$ cat src/rtl/counter_sequencer.sv
// counter_sequencer: two-port round-robin command sequencer for an 8-bit
// up/down/load counter. It accepts load / count-up-N / count-down-N commands
// from requesters A and B. Between commands it makes the counter reload its
// own value, and it reports the resulting count with a one-cycle done pulse.
module counter_sequencer #(
    parameter int WIDTH = 8
) (
    input  logic             clk,
    input  logic             rst,
    input  logic             a_valid,
    output logic             a_ready,
    input  logic [1:0]       a_op,
    input  logic [WIDTH-1:0] a_arg,
    input  logic             b_valid,
    output logic             b_ready,
    input  logic [1:0]       b_op,
    input  logic [WIDTH-1:0] b_arg,
    output logic [1:0]       cnt_up_down,
    output logic [WIDTH-1:0] cnt_start_value,
    input  logic [WIDTH-1:0] cnt_value,
    output logic             busy,
    output logic             done,
    output logic [WIDTH-1:0] done_value,
    output logic             done_id
);

    typedef enum logic [1:0] {
        S_IDLE = 2'd0,
        S_EXEC = 2'd1,
        S_DONE = 2'd2
    } state_t;

    localparam logic [1:0] OP_LOAD = 2'b00;
    localparam logic [1:0] OP_UP   = 2'b01;
    localparam logic [1:0] OP_DOWN = 2'b10;
    localparam logic [1:0] OP_RSV  = 2'b11;

    localparam logic [1:0] UD_DOWN = 2'b00;
    localparam logic [1:0] UD_UP   = 2'b01;
    localparam logic [1:0] UD_LOAD = 2'b10;

    localparam logic [WIDTH-1:0] ONE = {{(WIDTH-1){1'b0}}, 1'b1};

    state_t           state_q;
    logic [1:0]       op_r_q;
    logic [WIDTH-1:0] arg_r_q;
    logic             id_r_q;
    logic [WIDTH-1:0] steps_left_q;
    logic             last_grant_q;
    logic             busy_q;
    logic             done_q;
    logic [WIDTH-1:0] done_value_q;
    logic             done_id_q;

    logic             grant_a;
    logic             grant_b;
    logic [1:0]       sel_op;
    logic [WIDTH-1:0] sel_arg;
    logic             skip_exec;

    // Round-robin grant: only in IDLE and never while reset is asserted.
    always_comb begin
        grant_a = 1'b0;
        grant_b = 1'b0;
        if (!rst && state_q == S_IDLE) begin
            if (a_valid && b_valid) begin
                if (last_grant_q) begin
                    grant_a = 1'b1;
                end else begin
                    grant_b = 1'b1;
                end
            end else if (a_valid) begin
                grant_a = 1'b1;
            end else if (b_valid) begin
                grant_b = 1'b1;
            end else begin
                grant_a = 1'b0;
                grant_b = 1'b0;
            end
        end else begin
            grant_a = 1'b0;
            grant_b = 1'b0;
        end
    end

    // Select the granted command. Reserved ops and zero-step counts skip EXEC.
    always_comb begin
        sel_op    = a_op;
        sel_arg   = a_arg;
        skip_exec = 1'b0;
        if (grant_b) begin
            sel_op  = b_op;
            sel_arg = b_arg;
        end else begin
            sel_op  = a_op;
            sel_arg = a_arg;
        end
        if (sel_op == OP_RSV) begin
            skip_exec = 1'b1;
        end else if (sel_op != OP_LOAD && sel_arg == {WIDTH{1'b0}}) begin
            skip_exec = 1'b1;
        end else begin
            skip_exec = 1'b0;
        end
    end

    // Counter drive. Outside EXEC the counter reloads its own registered value,
    // which is how it holds.
    always_comb begin
        cnt_up_down     = UD_LOAD;
        cnt_start_value = cnt_value;
        if (!rst && state_q == S_EXEC) begin
            case (op_r_q)
                OP_LOAD: cnt_start_value = arg_r_q;
                OP_UP:   cnt_up_down     = UD_UP;
                OP_DOWN: cnt_up_down     = UD_DOWN;
                default: cnt_up_down     = UD_LOAD;
            endcase
        end else begin
            cnt_up_down     = UD_LOAD;
            cnt_start_value = cnt_value;
        end
    end

    assign a_ready    = grant_a;
    assign b_ready    = grant_b;
    assign busy       = busy_q;
    assign done       = done_q;
    assign done_id    = done_id_q;
    // Show the live count during DONE. Otherwise hold the value captured then.
    assign done_value = done_q ? cnt_value : done_value_q;

    // Sequencer FSM with registered status outputs.
    always_ff @(posedge clk) begin
        if (rst) begin
            state_q      <= S_IDLE;
            op_r_q       <= 2'b00;
            arg_r_q      <= {WIDTH{1'b0}};
            id_r_q       <= 1'b0;
            steps_left_q <= {WIDTH{1'b0}};
            last_grant_q <= 1'b1;
            busy_q       <= 1'b0;
            done_q       <= 1'b0;
            done_value_q <= {WIDTH{1'b0}};
            done_id_q    <= 1'b0;
        end else begin
            case (state_q)
                S_IDLE: begin
                    if (grant_a || grant_b) begin
                        op_r_q       <= sel_op;
                        arg_r_q      <= sel_arg;
                        id_r_q       <= grant_b;
                        steps_left_q <= sel_arg;
                        last_grant_q <= grant_b;
                        busy_q       <= 1'b1;
                        if (skip_exec) begin
                            state_q   <= S_DONE;
                            done_q    <= 1'b1;
                            done_id_q <= grant_b;
                        end else begin
                            state_q <= S_EXEC;
                        end
                    end else begin
                        busy_q <= 1'b0;
                        done_q <= 1'b0;
                    end
                end
                S_EXEC: begin
                    steps_left_q <= steps_left_q - ONE;
                    if (op_r_q == OP_LOAD || op_r_q == OP_RSV || steps_left_q <= ONE) begin
                        state_q   <= S_DONE;
                        done_q    <= 1'b1;
                        done_id_q <= id_r_q;
                    end else begin
                        state_q <= S_EXEC;
                    end
                end
                S_DONE: begin
                    state_q      <= S_IDLE;
                    busy_q       <= 1'b0;
                    done_q       <= 1'b0;
                    done_value_q <= cnt_value;
                end
                default: begin
                    state_q <= S_IDLE;
                    busy_q  <= 1'b0;
                    done_q  <= 1'b0;
                end
            endcase
        end
    end

endmodule

$ cat config.mk
export PLATFORM = sky130hd
export DESIGN_NAME = counter_sequencer
export DESIGN_NICKNAME = d
export VERILOG_FILES = /design/src/rtl/counter_sequencer.sv
export SDC_FILE = /design/constraint.sdc
export NUM_CORES = 1
export LEC_CHECK = 0
export CORE_MARGIN = 2
export CORE_UTILIZATION = 51
export CTS_BUF_LIST = sky130_fd_sc_hd__clkbuf_16
export CTS_CLUSTER_DIAMETER = 50
export CTS_CLUSTER_SIZE = 10
export DETAILED_ROUTE_END_ITERATION = 7
export GPL_TIMING_DRIVEN = 0
export PLACE_DENSITY = 0.88
export REMOVE_ABC_BUFFERS = 1
export SETUP_SLACK_MARGIN = 0.15
export SYNTH_ARGS = -nofsm -noshare
export SYNTH_HDL_FRONTEND = slang
export SYNTH_SLANG_ARGS = --single-unit
$ cat constraint.sdc
create_clock -name clk -period 4.3 [get_ports clk]
set_input_delay 1.075 -clock clk [delete_from_list [all_inputs] [get_ports clk]]
set_output_delay 1.075 -clock clk [all_outputs]
set_load 0.03 [all_outputs]
==> results by group, run 1 <==
GRT
  • Antenna violations before repair: 0
  • GRT Overall Usage: a little over a quarter
  • First-pass GRT wire length: ~8500 um
  • Global route overflow: 0
  • Pin count of the biggest net entering global routing: 31
  • Vias in the first global route: 1793

Synth
  • Yosys reg bits: 33
  • Post-synth EDFFs: 0
  • Seq/Total Area, Yosys: 35.6%
  • Mean Syn Cell Area: 8.96 um^2
  • Synth Instances: 207
  • Synth cell types: 44
  • Asr flop ratio synth: 0%
  • Synth Flop Type: dfxtp_1
  • Synth Warn #: 0
  • Post-Synthesis Cell Area: between 0.0015 and 0.002 mm^2

CTS
  • Clock transition at path regs: 0.05 ns
  • Clock buffer count from CTS: 5
  • CTS tree: done
  • Clock latency on the worst-skew pair: 0.28 ns
  • Sink Count: 33
  • Post-cts hold buffer count: 0
  • Root Buffer: clkbuf_16
  • Htree depth: 2
  • Worst-case clock buffer depth: 2

Die
  • Std-Cell Rows: 21
  • Starting Density: 54.3%
  • Die width: 64.3 um
  • Core Area: 0.00342 mm^2
  • Die ar.: 0.00414 mm^2
  • DIE HEIGHT: 64.3 um
  • I/O pin count: between 50 and 60

Placement
  • Placed cells: 296
  • Placed wire-length estimate: between 3000 and 4000 um
  • Placer Congestion: 0.837
  • Port bufs: 54
  • Dpl ws: -0.806 ns

Drt
  • DR iter-0 viols: 77
  • Vias: 1779
  • DRT Wirelength: 5130 um
  • Drt wl/cell: 16.9 um
  • DRC viols: 0
  • First-pass DRT Iterations: 4
  • ANT nets after route: 0
  • Via-per-instance ratio: 5.87

Min path
  • HP Start: busy
  • Worst Hold Endpoint: busy
  • Worst hold path cell count: 1
  • Min-Delay Path Class: reg -> reg

Worst setup path
  • Kind of launch point of the worst setup path: input pin
  • Worst R2R Start: state_q[0]
  • Crit path kind: in -> out
  • R2r endpoint: steps_left_q[5]
  • R2R cell count: 4
  • Critical path arrival: 2.96 ns
  • Critical Path RT: 3.22 ns
  • CP max FO: 11
  • Worst reg2reg setup slack: 2.07 ns
  • Setup crit end kind: output port

STA
  • Minimum period implied by the final worst setup slack: 4.03 ns
  • Tcrit/Tclk final: between 90% and 100%
  • Worst hold margin: 0.464 ns
  • Slack of the critical path: 0.269 ns
  • Worst Tran Pin Value: 0.856 ns
  • Slew headroom: 42.3%
  • RSZ-0062 raised after global routing: false
  • Slew Limit Fails: 0
  • Final hold vios: 0
  • Clock Skews: 0.00498 ns
  • Setup Viol. Count Final: 0
  • Fmax: 248 MHz

Power
  • Cell Pwr Density: 393 mW/mm^2
  • Net Sw Frac: 31.1%
  • Peak supply drop: ~300 uV
  • Leakage: 1.07 nW
  • Psw: 0.310 mW
  • Int Pwr: 0.687 mW
  • Sequential power share: 37.4%
  • Gate power share: a little under a third
  • Clock share of power: 32.5%

Run status
  • Status: complete, no violations

Layout
  • Fin nets: 293
  • Area grow syn2layout: 36.9%
  • Non-Filler Instances: slightly above 300
  • Ant. Diodes: 0
  • Post-layout util: 74.4%
  • Share of cells above drive strength 1: between 10% and 20%
  • FILL cells: 254

Run
  • Max_cap viols: 0
power by group through the flow:
stage               logic (mW)  registers (mW)  clock network (mW)
floorplan                0.185           0.376                   0
finish                   0.299           0.374               0.324
CTS                      0.299           0.373               0.329
global placement         0.290           0.377                   0
detailed placement       0.295           0.378                   0
global route             0.324           0.379               0.346
metrics by stage:
| step | setup TNS (ns) | total power [mW] | instance area (um^2) |
|---|---|---|---|
| 6_report | 0 | 0.997 | 2540 |
| 2_1_floorplan | 0 | 0.561 | 1810 |
| 3_5_place_dp | -7.78 | 0.673 | 2410 |
| 3_3_place_gp | -7.81 | 0.667 | 2410 |
| 4_1_cts | 0 | 1.00 | 2540 |
| 5_1_grt | 0 | 1.05 | 2540 |
layout by cell type, fill, tap and decap left out, types with 3 or more instances in the layout:
master,n
nand2_1,10
a311oi_1,3
a31oi_1,3
o21a_1,3
nor3_1,3
a21oi_1,10
clkbuf_16,5
nor2_1,27
clkdlybuf4s50_1,52
a211oi_1,9
ha_1,4
nor4_1,6
nand2b_1,3
mux2i_1,15
mux2_2,16
dfxtp_1,33
and3_1,4
inv_1,9
o21ai_0,4
flip-flops by register name, indices dropped and copies added (netlist names), 2 cells and up:
name	cells
done_value_q	8
state_q	2
op_r_q	2
steps_left_q	8
arg_r_q	8
critical path, cell delays in order:
cell,delay [ns]
clkdlybuf4s50_1,0.57
a21boi_0,0.34
nand2_2,0.26
inv_1,0.27
dlygate4sd2_1,0.43
worst max path at each step:
stage,startpoint,end,cells past startpoint
floorplan,rst,cnt_start_value[0],3
global placement,rst,cnt_start_value[0],5
detailed placement,rst,b_ready,5
CTS,b_valid,b_ready,5
global route,b_valid,b_ready,5
finish,b_valid,b_ready,5
synthesized netlist by cell type, types with 2 or more instances:
master / n / share of area, %
a211o_1: 2 / 0.94
a211oi_1: 9 / 3.6
a21boi_0: 2 / 0.81
a21oi_1: 10 / 2.7
a311oi_1: 3 / 1.4
a31oi_1: 3 / 1.0
a32o_1: 2 / 1.1
and3_1: 5 / 1.7
buf_2: 2 / 0.54
clkbuf_1: 9 / 1.8
dfxtp_1: 33 / 36
ha_1: 4 / 2.7
inv_1: 9 / 1.8
mux2_2: 16 / 9.7
mux2i_1: 15 / 8.1
nand2_1: 11 / 2.2
nand2b_1: 3 / 1.0
nand3_1: 2 / 0.54
nor2_1: 27 / 5.5
nor3_1: 3 / 0.81
nor4_1: 6 / 2.0
o21a_1: 3 / 1.2
o21ai_0: 4 / 1.1
o21bai_1: 2 / 0.81
o221a_2: 2 / 1.2
o22ai_1: 2 / 0.67
cell families (layout without fill, tap and decap cells):
kind of cell	Yosys count	in the layout	share of synthesized area (%)
fa+ha+maj	4	4	2.70
simple gates	68	68	18.5
buf+inv	20	70	4.18
compound gates	51	51	21.2
mux	31	31	17.8
flops	33	33	35.6
routing by layer:
metal  part of all wire (%)  wire [um]  track usage, %
met1                     40       2070            31.1
met2                     50       2580            46.1
met3                    6.6        337            7.22
met4                    2.7        136            11.2
met5                      0          0               0
final cells by class:
class / instances / area (um^2) / share of cell area, %
Multi-Input combinational cell: 154 / 1120 / 44.1
Clock buffer: 5 / 125 / 4.93
Clock inverter: 2 / 7.51 / 0.296
Inverter: 9 / 33.8 / 1.33
Sequential cell: 33 / 661 / 26.0
Tap cell: 46 / 57.6 / 2.27
Timing Repair Buffer: 54 / 534 / 21.0
what timing repair did:
item | in CTS | in global routing
setup endpoints to repair | 12 | 0
hold endpoints to repair | 0 | 0
buffers inserted | 0 | 0
resized for setup | 9 | 0
Note: power is estimated with default switching activity, not from simulation.
==> run 2, diff against run 1 <==
--- a/config.mk
+++ b/config.mk
@@ -5,7 +5,6 @@
 export SDC_FILE = /design/constraint.sdc
 export NUM_CORES = 1
 export LEC_CHECK = 0
-export CORE_MARGIN = 2
 export CORE_UTILIZATION = 51
 export CTS_BUF_LIST = sky130_fd_sc_hd__clkbuf_16
 export CTS_CLUSTER_DIAMETER = 50
@@ -15,6 +14,7 @@
 export PLACE_DENSITY = 0.88
 export REMOVE_ABC_BUFFERS = 1
 export SETUP_SLACK_MARGIN = 0.15
+export SLEW_MARGIN = 40
 export SYNTH_ARGS = -nofsm -noshare
 export SYNTH_HDL_FRONTEND = slang
 export SYNTH_SLANG_ARGS = --single-unit
==> run 2 against run 1 <==
  * Cell count stayed put
  * Die area fell by 6.1%
  * Sequential cell count unchanged
  * Core utilization increased by 0.073 points
  * Hold slack got worse by 0.0018 ns
  * Worst setup slack gained 0.053 ns
  * First-iteration DRC count is 13% higher
  * Power is essentially flat
  * Critical path depth unchanged
  * Register-to-register slack gained 0.06 ns
  * Non-clock buffer count is the same
  * Critical endpoint unchanged
  * Highest routed layer unchanged
==> results by group, run 2 (synthesized netlist as in run 1, its figures left out) <==
Die
  • Die ar.: 0.00388 mm^2 (-6.1%)
  • Core Area: 0.00342 mm^2 (unchanged)
  • I/O pin count: 55 (unchanged)
  • Die width: 62.3 um (-3.1%)
  • Starting Density: 54.3% (unchanged)
  • DIE HEIGHT: 62.3 um (-3.1%)
  • Std-Cell Rows: 21 (unchanged)

Layout
  • Ant. Diodes: 0 (unchanged)
  • Area grow syn2layout: 37.0% (about the same)
  • Regs by FF count: arg_r_q (8), done_value_q (8), steps_left_q (8)
  • Most common cell after layout, fill and taps aside: clkdlybuf4s50_1
  • FILL cells: 255 (+0.39%)
  • Most frequent cells in the layout: 52 x clkdlybuf4s50_1, 33 x dfxtp_1, 27 x nor2_1
  • Fin nets: 293 (unchanged)
  • Share of cells above drive strength 1: 13.2% (-0.39 points)
  • Post-layout util: 74.4% (about the same)

CTS
  • CTS tree: done
  • Htree depth: 2 (unchanged)
  • Root Buffer: clkbuf_16
  • Sink Count: 33 (unchanged)
  • Clock transition at path regs: 0.05 ns (about the same)
  • Clock buffer count from CTS: 5 (unchanged)
  • Clock latency on the worst-skew pair: 0.27 ns (about the same)
  • Setup bufs post-CTS: 0 (unchanged)
  • Worst-case clock buffer depth: 2 (unchanged)

Worst setup path
  • Crit path kind: in -> out
  • Critical Path RT: 3.22 ns (about the same)
  • R2r endpoint: steps_left_q[5]
  • Worst R2R Start: state_q[0]
  • Crit path from: b_valid
  • R2R cell count: 4 (unchanged)
  • Critical path arrival: 2.90 ns (-0.06 ns)
  • CP max FO: 11 (unchanged)
  • Setup crit end kind: output port
  • Kind of launch point of the worst setup path: input pin
  • Worst reg2reg setup slack: 2.13 ns (+0.06 ns)

Power
  • Overall power: 0.998 mW (about the same)
  • Psw: 0.310 mW (about the same)
  • Net Sw Frac: 31.1% (about the same)
  • Sequential power share: 37.4% (about the same)
  • Leakage: 1.07 nW (+0.23%)
  • Cell Pwr Density: 392 mW/mm^2 (about the same)
  • Peak supply drop: 217 uV (-28%)
  • Gate power share: 30.1% (about the same)
  • Int Pwr: 0.688 mW (about the same)
  • Clock share of power: 32.6% (about the same)

Min path
  • Worst Hold Endpoint: busy
  • Min-Delay Path Class: reg -> reg
  • HP Start: busy
  • Worst hold path cell count: 1 (unchanged)

Drt
  • DRT Wirelength: 4990 um (-2.7%)
  • DR iter-0 viols: 87 (+13%)
  • DRC viols: 0 (unchanged)
  • Drt wl/cell: 16.5 um (-2.7%)
  • First-pass DRT Iterations: 4 (unchanged)
  • Vias: 1808 (+1.6%)
  • ANT nets after route: 0 (unchanged)
  • Via-per-instance ratio: 5.97 (+1.6%)

GRT
  • Antenna violations before repair: 0 (unchanged)
  • Vias in the first global route: 1685 (-6.0%)
  • Global route overflow: 0 (unchanged)
  • GRT Overall Usage: 26.7% (about the same)
  • Pin count of the biggest net entering global routing: 31 (unchanged)
  • First-pass GRT wire length: 8070 um (-4.6%)

STA
  • Worst hold margin: 0.462 ns (-0.00183 ns)
  • Fmax: 251 MHz (+1.3%)
  • Setup TNS: 0 ns (unchanged)
  • Final hold vios: 0 (unchanged)
  • Minimum period implied by the final worst setup slack: 3.98 ns (-0.0526 ns)
  • Setup Viol. Count Final: 0 (unchanged)
  • Tcrit/Tclk final: 92.5% (-1.2 points)
  • Worst Tran Pin Value: 0.829 ns (-0.0273 ns)
  • RSZ-0062 raised after global routing: false
  • Clock Skews: 0.00435 ns (-0.000628 ns)
  • Slew Limit Fails: 0 (unchanged)
  • Slew headroom: 44.2% (+1.8 points)

Placement
  • Port bufs: 54 (unchanged)
  • Placer Congestion: 0.797 (-4.8%)
  • Placed wire-length estimate: 3560 um (-0.14%)

Run status
  • Status: complete, no violations

Run
  • Max_cap viols: 0 (unchanged)
run 2: changes by cell type in the layout (fill, tap and decap cells not counted):
| cell | change |
|---|---|
| inv_1 | +1 |
| inv_2 | -1 |
| buf_4 | +1 |
| a21boi_0 | -1 |
| buf_2 | -1 |
| a21boi_1 | +1 |
run 2: per-stage QoR:
stage                     setup WS (ns)  area (um^2)  instances
after global routing              0.235         2540        303
after detailed placement        -0.0466         2400        296
after floorplan                    1.26         1810        196
after CTS                         0.277         2540        303
after global placement           -0.777         2410        296
final                             0.322         2540        303
run 2: how the worst max path moves through the flow:
stage	slack (ns)	endpoint	depth (start not counted)
6_report	0.32	b_ready	5
5_1_grt	0.23	b_ready	5
4_1_cts	0.28	cnt_start_value[1]	5
3_5_place_dp	-0.05	b_ready	5
3_3_place_gp	-0.78	cnt_start_value[0]	5
2_1_floorplan	1.26	cnt_start_value[0]	3
run 2: worst max-delay path, cell delays in order:
cell and delay, ns:
clkdlybuf4s50_1 0.56, a21boi_1 0.29, nand2_2 0.26, inv_1 0.29
dlygate4sd2_1 0.43
run 2: layer usage:
metal  global-route usage, %  part of all wire (%)  vias up
met2                    46.2                    51       70
met5                       0                     0        -
met3                    6.43                   5.6       10
li1                        -                     -      872
met1                    32.2                    41      856
met4                    9.30                   2.0        0
run 2: layout make-up:
cell class                 instances  area, um^2  share of cell area, %
clock inverter                     2        7.51                  0.295
timing repair buffer              54         537                   21.1
tap                               46        57.6                   2.26
sequential                        33         661                   26.0
inverter                           9        33.8                   1.33
multi-input combinational        154        1120                   44.1
clock buffer                       5         125                   4.92
run 2: what timing repair did:
| action | 4_1_cts | 5_1_grt |
|---|---|---|
| gates resized for setup | 3 | 2 |
| setup endpoints to repair | 9 | 5 |
| hold endpoints to repair | 0 | 0 |
| cloned | 0 | 0 |
| hold buffers | 0 | 0 |
run 2: power by group through the flow:
| stage | combinational, mW | sequential (mW) | clock, mW |
|---|---|---|---|
| 2_1_floorplan | 0.185 | 0.376 | 0 |
| 3_5_place_dp | 0.295 | 0.378 | 0 |
| 5_1_grt | 0.322 | 0.377 | 0.343 |
| 6_report | 0.300 | 0.373 | 0.325 |
| 4_1_cts | 0.298 | 0.372 | 0.327 |
| 3_3_place_gp | 0.290 | 0.376 | 0 |
==> run 3, diff against run 2 <==
--- a/config.mk
+++ b/config.mk
@@ -14,7 +14,7 @@
 export PLACE_DENSITY = 0.88
 export REMOVE_ABC_BUFFERS = 1
 export SETUP_SLACK_MARGIN = 0.15
-export SLEW_MARGIN = 40
+export SLEW_MARGIN = 20
 export SYNTH_ARGS = -nofsm -noshare
 export SYNTH_HDL_FRONTEND = slang
 export SYNTH_SLANG_ARGS = --single-unit
==> constraint.sdc (replaced) <==
create_clock -name clk -period 4.3 [get_ports clk]
set_input_delay 1.075 -clock clk [delete_from_list [all_inputs] [get_ports clk]]
set_output_delay 1.075 -clock clk [all_outputs]
set_load 0.1 [all_outputs]
==> run 3 against run 2 <==
  * Die area stayed put
  * Routed wire length is 1.6% higher
  * Hold slack hardly changed
  * Maximum frequency is 1.1% lower
  * Final area hardly changed
  * Critical path type unchanged
  * Critical endpoint unchanged
  * Largest cell class unchanged
  * Highest routed layer unchanged
==> results by group, run 3 (synthesized netlist as in run 1, its figures left out) <==
Placement
  • Placer Congestion: 0.797 (unchanged)
  • Placed instance area: 0.00241 mm^2 (+0.21%)
  • Placed wire-length estimate: 3580 um (+0.47%)
  • Port bufs: 54 (unchanged)

STA
  • Slew Limit Fails: 0 (unchanged)
  • Worst hold margin: 0.462 ns (-0.000300 ns)
  • RSZ-0062 raised after global routing: false
  • Clock Skews: 0.00445 ns (+0.000104 ns)
  • Final hold vios: 0 (unchanged)
  • Fmax: 249 MHz (-1.1%)
  • Worst Tran Pin Value: 0.974 ns (+0.145 ns)
  • Slew headroom: 34.9% (-9.3 points)
  • Minimum period implied by the final worst setup slack: 4.02 ns (+0.0431 ns)
  • Setup Viol. Count Final: 0 (unchanged)
  • Tcrit/Tclk final: 93.5% (+1.0 points)

Run
  • Max_cap viols: 0 (unchanged)

Drt
  • DRT Wirelength: 5070 um (+1.6%)
  • ANT nets after route: 0 (unchanged)
  • Drt wl/cell: 16.7 um (+1.3%)
  • First-pass DRT Iterations: 4 (unchanged)
  • DRC viols: 0 (unchanged)
  • Vias: 1790 (-1.0%)
  • DR iter-0 viols: 131 (+51%)
  • Via-per-instance ratio: 5.89 (-1.3%)

CTS
  • Setup bufs post-CTS: 0 (unchanged)
  • Post-cts hold buffer count: 0 (unchanged)
  • Clock latency on the worst-skew pair: 0.28 ns (about the same)
  • Clock transition at path regs: 0.05 ns (about the same)
  • CTS tree: done
  • Worst-case clock buffer depth: 2 (unchanged)
  • Sink Count: 33 (unchanged)
  • Clock buffer count from CTS: 5 (unchanged)
  • Htree depth: 2 (unchanged)
  • Root Buffer: clkbuf_16

Power
  • Overall power: 1.10 mW (+10%)
  • Cell Pwr Density: 433 mW/mm^2 (+10%)
  • Net Sw Frac: 37.8% (+6.8 points)
  • Clock share of power: 29.8% (-2.8 points)
  • Peak supply drop: 222 uV (+2.5%)
  • Int Pwr: 0.685 mW (-0.35%)
  • Leakage: 1.09 nW (+1.4%)
  • Gate power share: 36.4% (+6.3 points)
  • Psw: 0.417 mW (+35%)
  • Sequential power share: 33.8% (-3.6 points)

Layout
  • Post-layout util: 74.5% (about the same)
  • Most frequent cells in the layout: 41 x clkdlybuf4s50_1, 33 x dfxtp_1, 27 x nor2_1
  • FILL cells: 242 (-5.1%)
  • Final Cell Area: 0.00254 mm^2 (about the same)
  • Share of cells above drive strength 1: 17.4% (+4.2 points)
  • Ant. Diodes: 0 (unchanged)
  • Area grow syn2layout: 37.2% (about the same)
  • Fin nets: 293 (unchanged)
  • Regs by FF count: arg_r_q (8), done_value_q (8), steps_left_q (8)
  • Most common cell after layout, fill and taps aside: clkdlybuf4s50_1

Worst setup path
  • Critical Path RT: 3.22 ns (about the same)
  • Kind of launch point of the worst setup path: input pin
  • Crit path kind: in -> out
  • CP max FO: 11 (unchanged)
  • Setup crit end kind: output port
  • Critical path arrival: 2.95 ns (+0.05 ns)

Die
  • Die ar.: 0.00388 mm^2 (unchanged)
  • I/O pin count: 55 (unchanged)
  • Starting Density: 54.3% (unchanged)
  • Die width: 62.3 um (unchanged)
  • Core Area: 0.00342 mm^2 (unchanged)
  • DIE HEIGHT: 62.3 um (unchanged)
  • Std-Cell Rows: 21 (unchanged)

GRT
  • Global route overflow: 0 (unchanged)
  • Antenna violations before repair: 0 (unchanged)
  • GRT Overall Usage: 26.5% (-0.18 points)
  • Vias in the first global route: 1664 (-1.2%)
  • Pin count of the biggest net entering global routing: 31 (unchanged)
  • First-pass GRT wire length: 7940 um (-1.5%)

Min path
  • Min-Delay Path Class: reg -> reg

Run status
  • Status: complete, no violations
## run 3: worst max-delay path, cell delays in order
cell             delay, ns
clkdlybuf4s50_1       0.58
a21boi_0              0.39
nand2_2               0.29
inv_1                 0.27
buf_4                 0.34
## run 3: what timing repair did
action,4_1_cts,5_1_grt
resized for setup,39,4
setup endpoints to repair,12,10
pin swaps,0,0
## run 3: worst paths after layout
kind,start,depth (start not counted),endpoint,slack [ns]
setup / recovery,b_valid,5,b_ready,0.28
setup reg to reg,state_q[0],4,steps_left_q[5],2.12
hold reg to reg,busy,1,busy,0.46
hold / removal,busy,1,busy,0.46
## run 3: through the flow
step / instances / setup TNS, ns / setup WS [ns]
after floorplan: 196 / 0 / 0.900
after global placement: 296 / -13.13 / -1.24
after detailed placement: 296 / -13.12 / -1.24
after CTS: 304 / 0 / 0.219
after global routing: 304 / 0 / 0.174
final: 304 / 0 / 0.279
## run 3: cell type report
cell class                      instances  area (um^2)  area share (%)
Multi-Input combinational cell        154         1120            44.1
Sequential cell                        33          661            26.0
Clock inverter                          3         11.3           0.442
Clock buffer                            5          125            4.92
Inverter                                9         33.8            1.33
Timing Repair Buffer                   54          536            21.0
Tap cell                               46         57.6            2.26
## run 3: power groups by stage
stage | Sequential (mW) | Combinational [mW] | Clock (mW)
finish | 0.373 | 0.401 | 0.329
global route | 0.377 | 0.423 | 0.349
CTS | 0.372 | 0.398 | 0.330
detailed placement | 0.378 | 0.399 | 0
global placement | 0.376 | 0.394 | 0
floorplan | 0.395 | 0.271 | 0
## run 3: routing by layer
| metal | track usage [%] | wire, um | share of wire [%] | vias to the layer above |
|---|---|---|---|---|
| li1 | - | - | - | 866 |
| met1 | 29.9 | 2120 | 42 | 851 |
| met2 | 47.4 | 2600 | 51 | 60 |
| met3 | 5.33 | 220 | 4.3 | 13 |
| met4 | 13.1 | 132 | 2.6 | 0 |
| met5 | 0 | 0 | 0 | - |
==> RTL change 1, RTL diff (config.mk and constraints of run 1) <==
The 3 states of `state_t` get a one-hot encoding in 3 bits.
--- a/src/rtl/counter_sequencer.sv
+++ b/src/rtl/counter_sequencer.sv
@@ -24,10 +24,10 @@
     output logic             done_id
 );
 
-    typedef enum logic [1:0] {
-        S_IDLE = 2'd0,
-        S_EXEC = 2'd1,
-        S_DONE = 2'd2
+    typedef enum logic [2:0] {
+        S_IDLE = 3'b001,
+        S_EXEC = 3'b010,
+        S_DONE = 3'b100
     } state_t;
 
     localparam logic [1:0] OP_LOAD = 2'b00;
Function: no difference found for any inputs over 10 cycles, from zero or initial values and one cycle with rst high; not proved beyond that.
==> RTL change 1 against run 1 <==
  * Power decreased by 0.93%
  * Synthesized area increased by 2.0%
  * Setup slack improved by 0.021 ns
  * Clock skew decreased by 0.0030 ns
  * Cell count increased by 5.0%
  * Utilization decreased by 2.1 points
  * First-iteration DRC count increased by 23%
  * Sequential cell count increased by 1
  * Non-clock buffer count increased by 1
  * Global-route usage decreased by 1.6 points
  * Synthesized cell count increased by 4.3%
  * Die area increased by 1.8%
  * Design area increased by 2.6%
  * Wire length decreased by 4.3%
  * Largest cell class unchanged
  * Largest power group unchanged
==> RTL change 1: results (changes against run 1) <==
[worst_setup_path]
reg2reg_depth=7  ; +3
r2r_slack_ns=2.16  ; +0.09 ns
slowest_delay_ns=0.68  ; +0.11 ns
crit_arrival_ns=2.93  ; -0.03 ns
worstReg2RegStart=steps_left_q[0]$_SDFFE_PP0P_
r2r_end=done_id$_SDFFE_PP0P_
cp_max_fo=19  ; +8

[timing]
skew_ns=0.00198  ; -0.00300 ns
hold_ws_ns=0.467  ; +0.00373 ns
hold_viol_final=0  ; unchanged
worstMarginPinSlew_ns=0.826  ; -0.0306 ns

[power_and_ir_drop]
p_leak_uw=0.000991  ; -7.5%
max-vdd-ir-drop_mv=0.208  ; -31%
switchingPower_uw=305  ; -1.8%

[finish]
num-nets-final=305  ; +4.1%

[clock_network]
numCtsBuffers=5  ; unchanged
root_buffer=clkbuf_16
htreeDepth=2  ; unchanged

[synthesis]
yosys-top-cells-count=34 x dfxtp_1, 27 x nor2_1, 24 x mux2_2
synth_area_leaders=dfxtp_1 36%, mux2_2 14%, mux2i_1 5.8%, nor2_1 5.4%, nand2_1 4.6%
ys_seq_area_frac=0.360  ; +0.00375
synth_cell_types=45  ; +2.3%

[route]
vias_per_cell=5.69  ; -3.2%
dr.first_iter.drc_count=95  ; +23%
wl_mm=4.91  ; -4.3%
drt-pass1-iter-count=5  ; +1

[place]
place_ws_ns=-0.785  ; +0.0215 ns
dp_hpwl_mm=3.40  ; -4.7%
port_buffers=54  ; unchanged
place_congestion=0.840  ; +0.38%

[global_routing]
grt_pass1_wl_mm=7.89  ; -6.6%
track_usage=0.251  ; -0.0165
grt_pass1_vias=1683  ; -6.1%

[run_status]
status=finished, final reports clean

RTL change 1: kinds of logic (layout without fill, tap and decap cells):
logic type,after synthesis,in the layout,synth area share
flops,34,34,0.360
mux,35,35,0.201
compound gates,46,46,0.161
buf+inv,19,73,0.0417
fa+ha+maj,4,4,0.0265
simple gates,78,78,0.210
RTL change 1: what timing repair did:
action,CTS,global route
cloned,0,0
setup buffers,1,0
pin swaps,1,0
setup endpoints to repair,12,9
gates resized for setup,6,2
RTL change 1: how the worst max path moves through the flow:
stage / to / slack [ns] / cells past startpoint
5_1_grt: b_ready / 0.22 / 5
4_1_cts: cnt_start_value[1] / 0.17 / 5
6_report: b_ready / 0.29 / 5
3_3_place_gp: cnt_start_value[1] / -0.85 / 5
2_1_floorplan: a_ready / 1.33 / 3
3_5_place_dp: cnt_start_value[1] / -0.78 / 5
RTL change 1: per-layer routing:
layer	vias to the layer above	wire, um	GRT usage
met4	0	141	0.109
met1	849	2050	0.288
li1	884	-	-
met5	-	0	0
met3	13	236	0.0729
met2	62	2480	0.430
RTL change 1: final cells by class:
class	instances	area, um^2
multi-input combinational	163	1140
fill	279	1000
sequential	34	681
timing repair buffer	55	546
clock buffer	5	125
tap	48	60.1
inverter	10	38.8
clock inverter	3	12.5
RTL change 1: through the flow:
step | setup TNS [ns] | instances | util | instance area, um^2 | power (uW)
2_1_floorplan | 0 | 207 | - | 1850 | 541
3_3_place_gp | -8.75 | 309 | 0.680 | 2450 | 641
3_5_place_dp | -7.95 | 309 | 0.681 | 2460 | 648
4_1_cts | 0 | 318 | 0.721 | 2600 | 987
5_1_grt | 0 | 318 | 0.723 | 2610 | 1030
6_report | 0 | 318 | 0.723 | 2610 | 988
RTL change 1: tightest hold or removal path: cells and delay by family, from the launching register on:
kind,cells,cell delay (ns)
flops,1,0.32
simple gates,2,0.12
RTL change 1: power by group through the flow:
stage                     sequential (uW)  clock (uW)  combinational (uW)
after floorplan                       378           0                 164
after global placement                378           0                 263
after detailed placement              379           0                 269
after CTS                             374         340                 274
after global routing                  379         358                 296
final                                 374         338                 275
==> RTL change 2, RTL diff (config.mk and constraints of run 1) <==
Made on the original files. The parameter `WIDTH` goes from 8 to 10.
--- a/src/rtl/counter_sequencer.sv
+++ b/src/rtl/counter_sequencer.sv
@@ -3,7 +3,7 @@
 // from requesters A and B. Between commands it makes the counter reload its
 // own value, and it reports the resulting count with a one-cycle done pulse.
 module counter_sequencer #(
-    parameter int WIDTH = 8
+    parameter int WIDTH = 10
 ) (
     input  logic             clk,
     input  logic             rst,
Interface: changed (5 resized); port bits go from 55 to 65. The function was not compared with the original's and may differ.
==> RTL change 2 against run 1 <==
  * Sequential cell count rose by 6
  * Fmax grew 2.3%
  * Sequential share of layout area increased by 1.0 points
  * Setup slack better by 0.091 ns
  * Power up 9.9%
  * Clock skew is 0.0020 ns lower
  * Design area grew 14%
  * Wire length grew 0.35%
  * Synthesized area grew 12%
  * Largest cell class unchanged
==> RTL change 2: results (changes against run 1) <==
[route]
dr_total_vias=2027  ; +14%
dr.first_iter.drc_count=86  ; +12%
routedWlPerCell_um=14.5  ; -14%

[worst_setup_path]
worstReg2RegStart=steps_left_q[2]$_SDFFE_PP0P_
cp_max_fo=16  ; +5
slowest_delay_ns=0.69  ; +0.12 ns
crit_arrival_ns=2.86  ; -0.10 ns
r2r_slack_ns=2.16  ; +0.09 ns

[place]
place_congestion=0.874  ; +4.5%
placed_cell_area_um2=2740  ; +13%
dp_hpwl_mm=3.74  ; +4.9%
port_buffers=64  ; +19%
place_ws_ns=-1.32  ; -0.516 ns

[synthesis]
synth_cell_types=42  ; -4.5%
synth-adder-area-share=0.0241  ; -0.00285
synthMuxAreaShare=0.160  ; -0.0176
synth_xor_area_frac=0.00422  ; +0.00422
yosys-top-cells-count=43 x nand2_1, 39 x dfxtp_1, 22 x a21oi_1, 22 x mux2_2, 16 x nor2_1
synth_area_leaders=dfxtp_1 38%, mux2_2 12%, nand2_1 7.8%, a21oi_1 5.3%, nor2_1 2.9%

[global_routing]
track_usage=0.243  ; -0.0244
grt_max_degree=42  ; +35%
grt_pass1_vias=1839  ; +2.6%
grt_pass1_wl_mm=8.38  ; -0.90%

[timing]
skew_ns=0.00302  ; -0.00196 ns
worstMarginPinSlew_ns=0.840  ; -0.0158 ns
hold_ws_ns=0.453  ; -0.0102 ns
setup_slack_ns=0.361  ; +0.0913 ns

[power_and_ir_drop]
p_clk_uw=345  ; +6.5%
internal_power_uw=761  ; +11%

[run_status]
status=finished, final reports clean

[finish]
final_layout_size_suffix_gt1_frac=0.134  ; -0.00176
num-nets-final=346  ; +18%
top_regs=arg_r_q x10, done_value_q x10, steps_left_q x10

[hold_path]
hold_start=done_value_q[3]$_SDFFE_PP0N_

RTL change 2: cell count changes in the layout (fill, tap and decap cells not counted), moves of 4 or more:
| cell | change |
|---|---|
| a211oi_1 | -5 |
| a21oi_1 | +12 |
| a31oi_1 | +6 |
| clkdlybuf4s50_1 | +11 |
| dfxtp_1 | +6 |
| mux2_1 | +4 |
| mux2_2 | +6 |
| mux2i_1 | -11 |
| nand2_1 | +33 |
| nor2_1 | -11 |
| nor2b_1 | +4 |
| o211ai_1 | +5 |
RTL change 2: metal layers:
metal / global-route usage / wire [um] / up-vias
met4: 0.0925 / 78 / 0
li1: - / - / 1012
met3: 0.0500 / 269 / 7
met5: 0 / 0 / -
met2: 0.413 / 2500 / 57
met1: 0.301 / 2300 / 951
RTL change 2: layout make-up:
class | count | area (um^2) | area share
well taps | 50 | 62.6 | 0.0217
flip-flops and latches | 39 | 781 | 0.270
repair buffers | 65 | 646 | 0.223
clock buffers | 5 | 125 | 0.0433
inverters | 7 | 26.3 | 0.00909
multi-input cells | 186 | 1240 | 0.428
clock inverters | 3 | 12.5 | 0.00433
RTL change 2: stage by stage:
stage                     setup TNS (ns)  cells  power [uW]
after CTS                              0    355        1100
after global routing                   0    355        1150
after global placement            -14.30    346         745
after detailed placement          -14.77    347         754
final                                  0    355        1100
after floorplan                        0    232         626
RTL change 2: worst max-delay path, delay by kind of cell:
| family | cells | cell delay, ns |
|---|---|---|
| AND/OR/NAND/NOR | 1 | 0.27 |
| buffers and inverters | 3 | 1.51 |
RTL change 2: final timing paths:
path / endpoint / cells past startpoint
max: b_ready / 4
min: done_value_q[3]$_SDFFE_PP0N_ / 2
max reg2reg: done$_SDFFE_PP0P_ / 5
min reg2reg: done_value_q[3]$_SDFFE_PP0N_ / 2
